<file path="config.mk">
export PLATFORM = sky130hd
export DESIGN_NAME = arbiter_rr_4to1
export DESIGN_NICKNAME = d
export VERILOG_FILES = /design/src/rtl/arb_pkg.sv /design/src/rtl/arbiter_rr_4to1_pick.sv /design/src/rtl/arbiter_rr_4to1.sv
export SDC_FILE = /design/constraint.sdc
export NUM_CORES = 1
export LEC_CHECK = 0
export ABC_AREA = 1
export BUFFER_PORTS_ARGS = -buffer_cell sky130_fd_sc_hd__buf_2
export CORE_MARGIN = 1.5
export CORE_UTILIZATION = 53
export DETAILED_ROUTE_END_ITERATION = 16
export PLACE_DENSITY = 0.86
export REMOVE_ABC_BUFFERS = 1
export SYNTH_ARGS = -nofsm -noshare
export SYNTH_HDL_FRONTEND = slang
export SYNTH_SLANG_ARGS = --single-unit
</file>
<file path="constraint.sdc">
create_clock -name clk -period 2.9 [get_ports clk]
set_input_delay 0.145 -clock clk [delete_from_list [all_inputs] [get_ports clk]]
set_output_delay 0.145 -clock clk [all_outputs]
set_load 0.05 [all_outputs]
</file>
<file path="src/rtl/arb_pkg.sv">
// +----------------------------------------------------------------------+
// | arb_pkg: controller state codes and FSM encoding for arbiter_rr_4to1 |
// | Rev 1.0                                                              |
// +----------------------------------------------------------------------+
`default_nettype none

package arb_pkg;

  localparam logic [3:0] ST_RESET  = 4'b0001;
  localparam logic [3:0] ST_INIT   = 4'b0010;
  localparam logic [3:0] ST_IDLE   = 4'b0100;
  localparam logic [3:0] ST_ACTIVE = 4'b1000;

  localparam int DEFAULT_DATA_WIDTH = 6;

  typedef enum logic [0:0] {
    ARB_IDLE  = 1'b0,
    ARB_BURST = 1'b1
  } arb_state_t;

endpackage

`default_nettype wire

</file>
<file path="src/rtl/arbiter_rr_4to1_pick.sv">
// +----------------------------------------------------------------------+
// | rr_pick4: first set request at or after ptr, searching modulo 4      |
// | Rev 1.0                                                              |
// +----------------------------------------------------------------------+
`default_nettype none

module rr_pick4 (
  input  logic [1:0] ptr,
  input  logic [3:0] req,
  output logic [1:0] idx,
  output logic       any
);

  logic [1:0] w_cand;

  // Scan from the farthest offset down so the nearest requester wins last.
  always_comb begin
    idx    = ptr;
    w_cand = ptr;
    for (int k = 3; k >= 0; k--) begin
      w_cand = ptr + 2'(k);
      if (req[w_cand]) idx = w_cand;
    end
  end

  assign any = |req;

endmodule

`default_nettype wire

</file>
<file path="src/rtl/arbiter_rr_4to1.sv">
// +----------------------------------------------------------------------+
// | arbiter_rr_4to1: round-robin burst arbiter, four FWFT FIFOs into one |
// | Optional ARB_GRANT_CNT_EN adds per-requester pop counters. Rev 1.0   |
// +----------------------------------------------------------------------+
`default_nettype none

module arbiter_rr_4to1
  import arb_pkg::*;
#(
  parameter int DATA_WIDTH = DEFAULT_DATA_WIDTH,
  parameter int BURST      = 4
) (
  input  logic                  clk,
  input  logic                  reset_L,
  input  logic [3:0]            state,
  input  logic                  empty0,
  input  logic                  empty1,
  input  logic                  empty2,
  input  logic                  empty3,
  input  logic [DATA_WIDTH-1:0] data_in0,
  input  logic [DATA_WIDTH-1:0] data_in1,
  input  logic [DATA_WIDTH-1:0] data_in2,
  input  logic [DATA_WIDTH-1:0] data_in3,
  input  logic                  almost_full,
  output logic                  pop0,
  output logic                  pop1,
  output logic                  pop2,
  output logic                  pop3,
  output logic                  push,
  output logic [DATA_WIDTH-1:0] data_out,
`ifdef ARB_GRANT_CNT_EN
  output logic [7:0]            cnt0,
  output logic [7:0]            cnt1,
  output logic [7:0]            cnt2,
  output logic [7:0]            cnt3,
`endif
  output logic [1:0]            grant
);

  localparam int                CNT_W       = $clog2(BURST + 1);
  localparam logic [CNT_W-1:0]  c_burst_max = CNT_W'(BURST);

  arb_state_t            r_state, w_state_next;
  logic [1:0]            r_ptr, w_ptr_next;
  logic [1:0]            r_grant, w_grant_next;
  logic [CNT_W-1:0]      r_burst_cnt, w_cnt_next;
  logic [1:0]            w_pick_idx, w_pop_idx;
  logic                  w_pick_any, w_enabled, w_pop_any, w_pop_fire;
  logic [3:0]            w_empty, w_req, w_pop_vec;
  logic [DATA_WIDTH-1:0] w_data_in [4];
  logic                  r_push;
  logic [DATA_WIDTH-1:0] r_data_out;

  assign w_empty      = {empty3, empty2, empty1, empty0};
  assign w_req        = ~w_empty;
  assign w_data_in[0] = data_in0;
  assign w_data_in[1] = data_in1;
  assign w_data_in[2] = data_in2;
  assign w_data_in[3] = data_in3;
  assign w_enabled    = (state == ST_IDLE) || (state == ST_ACTIVE);

  rr_pick4 u_pick (
    .ptr (r_ptr),
    .req (w_req),
    .idx (w_pick_idx),
    .any (w_pick_any)
  );

  always_comb begin
    w_state_next = r_state;
    w_ptr_next   = r_ptr;
    w_grant_next = r_grant;
    w_cnt_next   = r_burst_cnt;
    w_pop_any    = 1'b0;
    w_pop_idx    = r_grant;
    if (!w_enabled) begin
      w_state_next = ARB_IDLE;
      if (r_state == ARB_BURST) w_ptr_next = r_grant + 2'd1;
    end else begin
      case (r_state)
        ARB_IDLE: begin
          if (!almost_full && w_pick_any) begin
            w_pop_any    = 1'b1;
            w_pop_idx    = w_pick_idx;
            w_grant_next = w_pick_idx;
            w_cnt_next   = CNT_W'(1);
            w_state_next = ARB_BURST;
          end
        end
        ARB_BURST: begin
          // Backpressure pauses the burst with the count held.
          if (!almost_full) begin
            if (r_burst_cnt == c_burst_max || w_empty[r_grant]) begin
              w_state_next = ARB_IDLE;
              w_ptr_next   = r_grant + 2'd1;
            end else begin
              w_pop_any  = 1'b1;
              w_cnt_next = r_burst_cnt + 1'b1;
            end
          end
        end
        default: w_state_next = ARB_IDLE;
      endcase
    end
  end

  // Pops are combinational, so hold them off while reset is asserted.
  assign w_pop_fire = w_pop_any & reset_L;

  always_comb begin
    w_pop_vec = 4'b0000;
    if (w_pop_fire) w_pop_vec[w_pop_idx] = 1'b1;
  end

  assign {pop3, pop2, pop1, pop0} = w_pop_vec;

  always_ff @(posedge clk or negedge reset_L) begin
    if (!reset_L) begin
      r_state     <= ARB_IDLE;
      r_ptr       <= 2'd0;
      r_grant     <= 2'd0;
      r_burst_cnt <= '0;
      r_push      <= 1'b0;
      r_data_out  <= '0;
    end else begin
      r_state     <= w_state_next;
      r_ptr       <= w_ptr_next;
      r_grant     <= w_grant_next;
      r_burst_cnt <= w_cnt_next;
      r_push      <= w_pop_fire;
      if (w_pop_fire) r_data_out <= w_data_in[w_pop_idx];
    end
  end

  assign push     = r_push;
  assign data_out = r_data_out;
  assign grant    = r_grant;

`ifdef ARB_GRANT_CNT_EN
  logic [7:0] r_cnt [4];

  always_ff @(posedge clk or negedge reset_L) begin
    if (!reset_L) begin
      for (int i = 0; i < 4; i++) r_cnt[i] <= 8'd0;
    end else if (state == ST_INIT) begin
      for (int i = 0; i < 4; i++) r_cnt[i] <= 8'd0;
    end else if (w_pop_fire) begin
      r_cnt[w_pop_idx] <= r_cnt[w_pop_idx] + 8'd1;
    end
  end

  assign cnt0 = r_cnt[0];
  assign cnt1 = r_cnt[1];
  assign cnt2 = r_cnt[2];
  assign cnt3 = r_cnt[3];
`endif

endmodule

`default_nettype wire

</file>
==> results.toml, run 1 <==
[final_layout]
finalNonFillerCells = 277
antenna_cells = 0
fillers = 211
stdcell_area_um2 = 1580
fin_nets = 287
multiInputGateArea_um2 = 768
ff_latch_area_um2 = 375
drive_above_1_share_pct = 33.7
area_delta_synth_final_pct = 19.2

[routing]
drc_errors = 0
drt_wl_total_um = 2850
post_drt_wl_per_cell_um = 10.3
vias_per_cell = 5.03
ant_nets = 0
first_pass_iters = 4
dr_total_vias = 1394
drt_iter0_drc = 29

[floorplanning]
die_w_um = 53.0
coreArea_um2 = 2300
initial_core_util_pct = 57.8
row_count = 17
dieArea_um2 = 2810
ios = 48
die-height_um = 53.0

[critical_path]
critPathMostFrequentCell = "nand2_1"
crit_family = "simple AND/OR/NAND/NOR gates"
cpMaxStageDelayCell = "dfrtp_1"
crit_fanout = 17
path_cells = "nand2_1, and2_4, nand2_2, nand2_1, inv_2, nand3_1, nand2_2, nand2_4, nand2_4, nand2_1, nor2_2, buf_2"
cp_slowest_stage_delay_ns = 0.54
start_kind = "register"
crit_type = "reg -> out"
crit_buf_inv = 2
worst_setup_path_end_kind = "primary output"
cp.arrival_ns = 2.27
worstPathRequired_ns = 2.76

[global_routing]
antenna_found_initial = 0
gr-total-overflow = 0
grt_use_total_pct = 22.7
grt_pass1_wl_um = 4770
grt_start_max_net_pins = 18
grt_pass1_vias = 1169

[sta]
finalCriticalPeriod_ns = 2.41
fmax_mhz = 415
hold_ws_ns = 0.0677
relSlewSlack_pct = 74.4
rsz0062_at_grt = "false"
maxSlewViolCount = 0
post-route-period-util_pct = 83.1
fin_tns_setup_ns = 0
hold_viol_final = 0
finClkSkew_ns = 0.000805
worstMarginPinSlew_ns = 0.380
setup_violations = 0

[yosys]
ys_types = 29
yosys_warnings = 0
synth_edf_count = 0
ys_async_sr_fraction_pct = 100
syn_avg_cell_area_um2 = 6.60
syn_inst = 201
synth_most_common_cell = "nand2_1"
yosys.area.top_type_share_pct = 28.3
syn_area_um2 = 1330
synth_area_leader_cell = "dfrtp_1"
synth-main-ff-cell = "dfrtp_1"
seq_area_frac_synth_pct = 28.3
synth.area.top_cells = "dfrtp_1, nand2_1, nand3_1"
yosys-top-cells-count = "nand2_1, nor2_1, inv_1"
synth_seq_cells = 15

[placed_design]
place_area_um2 = 1550
gp_congestion = 0.812
hpwlAfterDp_um = 2290
portBuffers = 47
dp.cells = 272

[clock_network]
insertion_delay_ns = 0.28
cts_resized = 0
cts.path.max_buffers = 2
cts_tree = "built"
root_buffer = "clkbuf_4"
cts.sinks = 15
cts.htree.levels = 1
path_clk_slew_ns = 0.08
numCtsBuffers = 3

[pwr]
ir_drop_v = 0.000729
power_density_nw_per_um2 = 903
leakagePower_uw = 0.000906
power.total_uw = 1430

[worst_hold_path]
hold_path_class = "in -> reg"

[run_status]
status = "complete, no violations"

[flow_run]
maxCapViolCount = 0
kinds of logic (layout without fill, tap and decap cells):
family / count (synthesis) / after routing / share of synthesized area (%)
adder cells (fa/ha/maj): 2 / 2 / 1.88
XOR/XNOR: 2 / 2 / 1.32
flip-flops: 15 / 15 / 28.3
AO/OA/AOI/OAI: 22 / 22 / 10.8
AND/OR/NAND/NOR: 123 / 123 / 43.8
buffers and inverters: 37 / 85 / 13.9
metrics by stage:
stage	setup WS, ns	util (%)
floorplan	0.400	-
global placement	0.858	67.3
detailed placement	0.823	67.3
CTS	0.470	68.9
global route	0.255	68.9
finish	0.489	68.9
worst register-to-register path, stage by stage (launching register included):
cell,delay (ns)
dfrtp_1,0.54
nand2_1,0.12
and2_4,0.18
a21oi_1,0.15
nand2_2,0.09
a21oi_4,0.33
inv_1,0.17
nand2_1,0.10
nor2_1,0.04
nor2_1,0.12
nor2_1,0.05
worst paths after layout:
check,cells past startpoint,slack [ns],endpoint,from
setup / recovery,12,0.49,pop2,r_ptr[0]
setup reg to reg,10,0.90,data_out[4],r_ptr[0]
max in group asynchronous,2,2.35,data_out[4],reset_L
hold / removal,3,0.07,data_out[2],data_in1[2]
min in group asynchronous,2,0.29,data_out[3],reset_L
hold reg to reg,2,0.56,r_burst_cnt[2],r_burst_cnt[2]
cells in the final DEF (no fill, tap or decap), types with 3 or more instances in the layout:
| master | n |
|---|---|
| a21oi_1 | 7 |
| a21oi_2 | 5 |
| buf_2 | 47 |
| clkbuf_4 | 3 |
| dfrtp_1 | 15 |
| inv_1 | 24 |
| inv_2 | 6 |
| nand2_1 | 48 |
| nand2_2 | 7 |
| nand3_1 | 23 |
| nand4_1 | 6 |
| nor2_1 | 26 |
| o21ai_0 | 6 |
| or2_2 | 5 |
sequential cells by signal, summed over array words and instances (netlist names):
signal	flops
grant	2
data_out	6
r_state	1
push	1
r_ptr	2
r_burst_cnt	3
layout make-up:
class                   instances  area share (%)
repair buffers                 49            16.0
multi-input cells             149            48.5
clock buffers                   4            1.66
flip-flops and latches         15            23.7
inverters                      32            7.91
well taps                      28            2.21
power breakdown:
group	internal [µW]	switching, µW
logic	304	646
registers	283	77.7
clock network	53.5	65.6
total	640	789
metal layers:
| layer | wire (µm) | global-route usage, % |
|---|---|---|
| met3 | 115 | 5.93 |
| met5 | 0 | 0 |
| met4 | 22 | 5.13 |
| met1 | 1320 | 29.8 |
| met2 | 1400 | 37.3 |
timing repair:
| item | in CTS | in global routing |
|---|---|---|
| setup buffers | 0 | 0 |
| hold buffers | 1 | 0 |
| endpoints found under the hold margin | 15 | 0 |
No activity file was read; power rests on OpenSTA's default activity.
==> run 2: changes to the inputs <==
--- a/config.mk
+++ b/config.mk
@@ -8,9 +8,9 @@
 export ABC_AREA = 1
 export BUFFER_PORTS_ARGS = -buffer_cell sky130_fd_sc_hd__buf_2
 export CORE_MARGIN = 1.5
-export CORE_UTILIZATION = 53
+export CORE_UTILIZATION = 49
 export DETAILED_ROUTE_END_ITERATION = 16
-export PLACE_DENSITY = 0.86
+export PLACE_DENSITY = 0.8
 export REMOVE_ABC_BUFFERS = 1
 export SYNTH_ARGS = -nofsm -noshare
 export SYNTH_HDL_FRONTEND = slang
==> constraint.sdc (replaced) <==
create_clock -name clk -period 2.3 [get_ports clk]
set_input_delay 0.115 -clock clk [delete_from_list [all_inputs] [get_ports clk]]
set_output_delay 0.115 -clock clk [all_outputs]
set_load 0.05 [all_outputs]
==> run 2 against run 1 <==
Compared with the run above:
- sequential power increased by 27%
- first-iteration DRC count decreased by 24%
- utilization decreased by 0.40 points
- sequential cell count unchanged
- clock power increased by 29%
- routed wire length increased by 18%
- die area increased by 7.7%
- critical endpoint is now pop3
- largest cell class unchanged
- largest power group unchanged
==> results.toml, run 2 (synthesis gave the netlist of run 1 again) <==
[pwr]
ir_drop_v = 0.000733
power_density_nw_per_um2 = 1140
leakagePower_uw = 0.000955

[routing]
dr_total_vias = 1455
drt_iter0_drc = 22
ant_nets = 0
drt_wl_total_um = 3360
post_drt_wl_per_cell_um = 11.6
first_pass_iters = 4
drc_errors = 0
vias_per_cell = 5.02

[global_routing]
grt_use_total_pct = 21.5
grt_start_max_net_pins = 18
grt_pass1_vias = 1224
grt_pass1_wl_um = 4710
gr-total-overflow = 0
antenna_found_initial = 0

[placed_design]
portBuffers = 47
gp_congestion = 0.793
place_area_um2 = 1560
hpwlAfterDp_um = 2330
place_ws_ns = 0.245

[floorplanning]
row_count = 18
initial_core_util_pct = 52.6
dieArea_um2 = 3030
ios = 48
die_w_um = 55.1
coreArea_um2 = 2520
die-height_um = 55.1

[sta]
relSlewSlack_pct = 63.0
hold_viol_final = 0
maxSlewViolCount = 0
finClkSkew_ns = 0.00194
setup_violations = 0
setup_ws_ns = 0.0474
post-route-period-util_pct = 97.9
fmax_mhz = 444
worstMarginPinSlew_ns = 0.554
finalCriticalPeriod_ns = 2.25

[final_layout]
final_common_cell = "nand2_1"
area_delta_synth_final_pct = 30.2
stdcell_area_um2 = 1730
drive_above_1_share_pct = 38.5
fin_nets = 298
fillers = 208
post-route-util_pct = 68.5
antenna_cells = 0
most-common-layout-cells = "nand2_1, buf_2, nor2_1"
largest_reg_flops = 6

[critical_path]
r2r_slack_ns = 0.23
cp.arrival_ns = 2.14
cpMaxStageDelayCell = "dfrtp_1"
worst_setup_path_end_kind = "primary output"
start_kind = "register"
worstPathRequired_ns = 2.18
crit_fanout = 7
path_cells = "nor2_1, nand3_1, inv_1, nor2_1, a21oi_4, nand4_2, inv_1, clkbuf_4"
cp_slowest_stage_delay_ns = 0.45
crit_type = "reg -> out"

[clock_network]
cts.htree.levels = 1
insertion_delay_ns = 0.29
cts_tree = "built"
numCtsBuffers = 3
cts.sinks = 15
root_buffer = "clkbuf_4"
cts.path.max_buffers = 2
path_clk_slew_ns = 0.08

[flow_run]
maxCapViolCount = 0

[worst_hold_path]
hold_path_class = "in -> reg"

[run_status]
status = "complete, no violations"
==> run 2: worst max-delay path, delay by kind of cell, from the launching register on <==
family,cells,cell delay (ns)
compound gates,1,0.25
buf+inv,3,0.53
flops,1,0.45
simple gates,4,0.61
==> run 2: path summary, 6_finish.rpt <==
kind,end,startpoint,depth (start not counted)
worst min-delay path,data_out[2],data_in2[2],3
min in group asynchronous,data_out[5],reset_L,3
worst max-delay path,pop3,r_state,8
max in group asynchronous,grant[0],reset_L,3
worst min register to register,r_ptr[0],grant[0],1
worst max register to register,data_out[5],r_ptr[0],17
==> run 2: repair_timing <==
| action | in CTS | in global routing |
|---|---|---|
| hold buffers | 1 | 0 |
| endpoints found under the setup margin | 4 | 4 |
| buffers inserted | 0 | 9 |
| pin swaps | 0 | 3 |
| resized for setup | 3 | 16 |
| gates cloned | 0 | 1 |
| endpoints found under the hold margin | 15 | 0 |
==> run 2: metrics by stage <==
stage	cells	hold slack, ns	power [µW]	setup TNS [ns]
after floorplan	196	-0.181	1400	-0.210
after CTS	280	0.0250	1810	0
after global routing	290	0.0484	2140	-0.242
final	290	0.0297	1980	0
after detailed placement	275	0.119	1650	0
after global placement	275	0.108	1630	0
==> run 2: layout make-up <==
class,count,area (µm²),share of cell area (%)
Sequential cell,15,379,21.9
Inverter,32,128,7.39
Tap cell,30,37.5,2.17
Timing Repair Buffer,59,345,20.0
Multi-Input combinational cell,150,812,47.0
Clock buffer,4,26.3,1.52
==> run 2: power by group <==
group	switching (µW)	leakage [µW]	internal [µW]
combinational	902	0.000761	464
clock	86.0	0.0000150	67.6
sequential	94.2	0.000180	362
==> run 2: routing by layer <==
layer | track usage [%] | routed length (µm) | vias up
met1 | 25.4 | 1400 | 650
met4 | 3.66 | 111 | 0
met5 | 0 | 0 | -
met3 | 5.65 | 145 | 12
met2 | 39.5 | 1700 | 40
li1 | - | - | 753
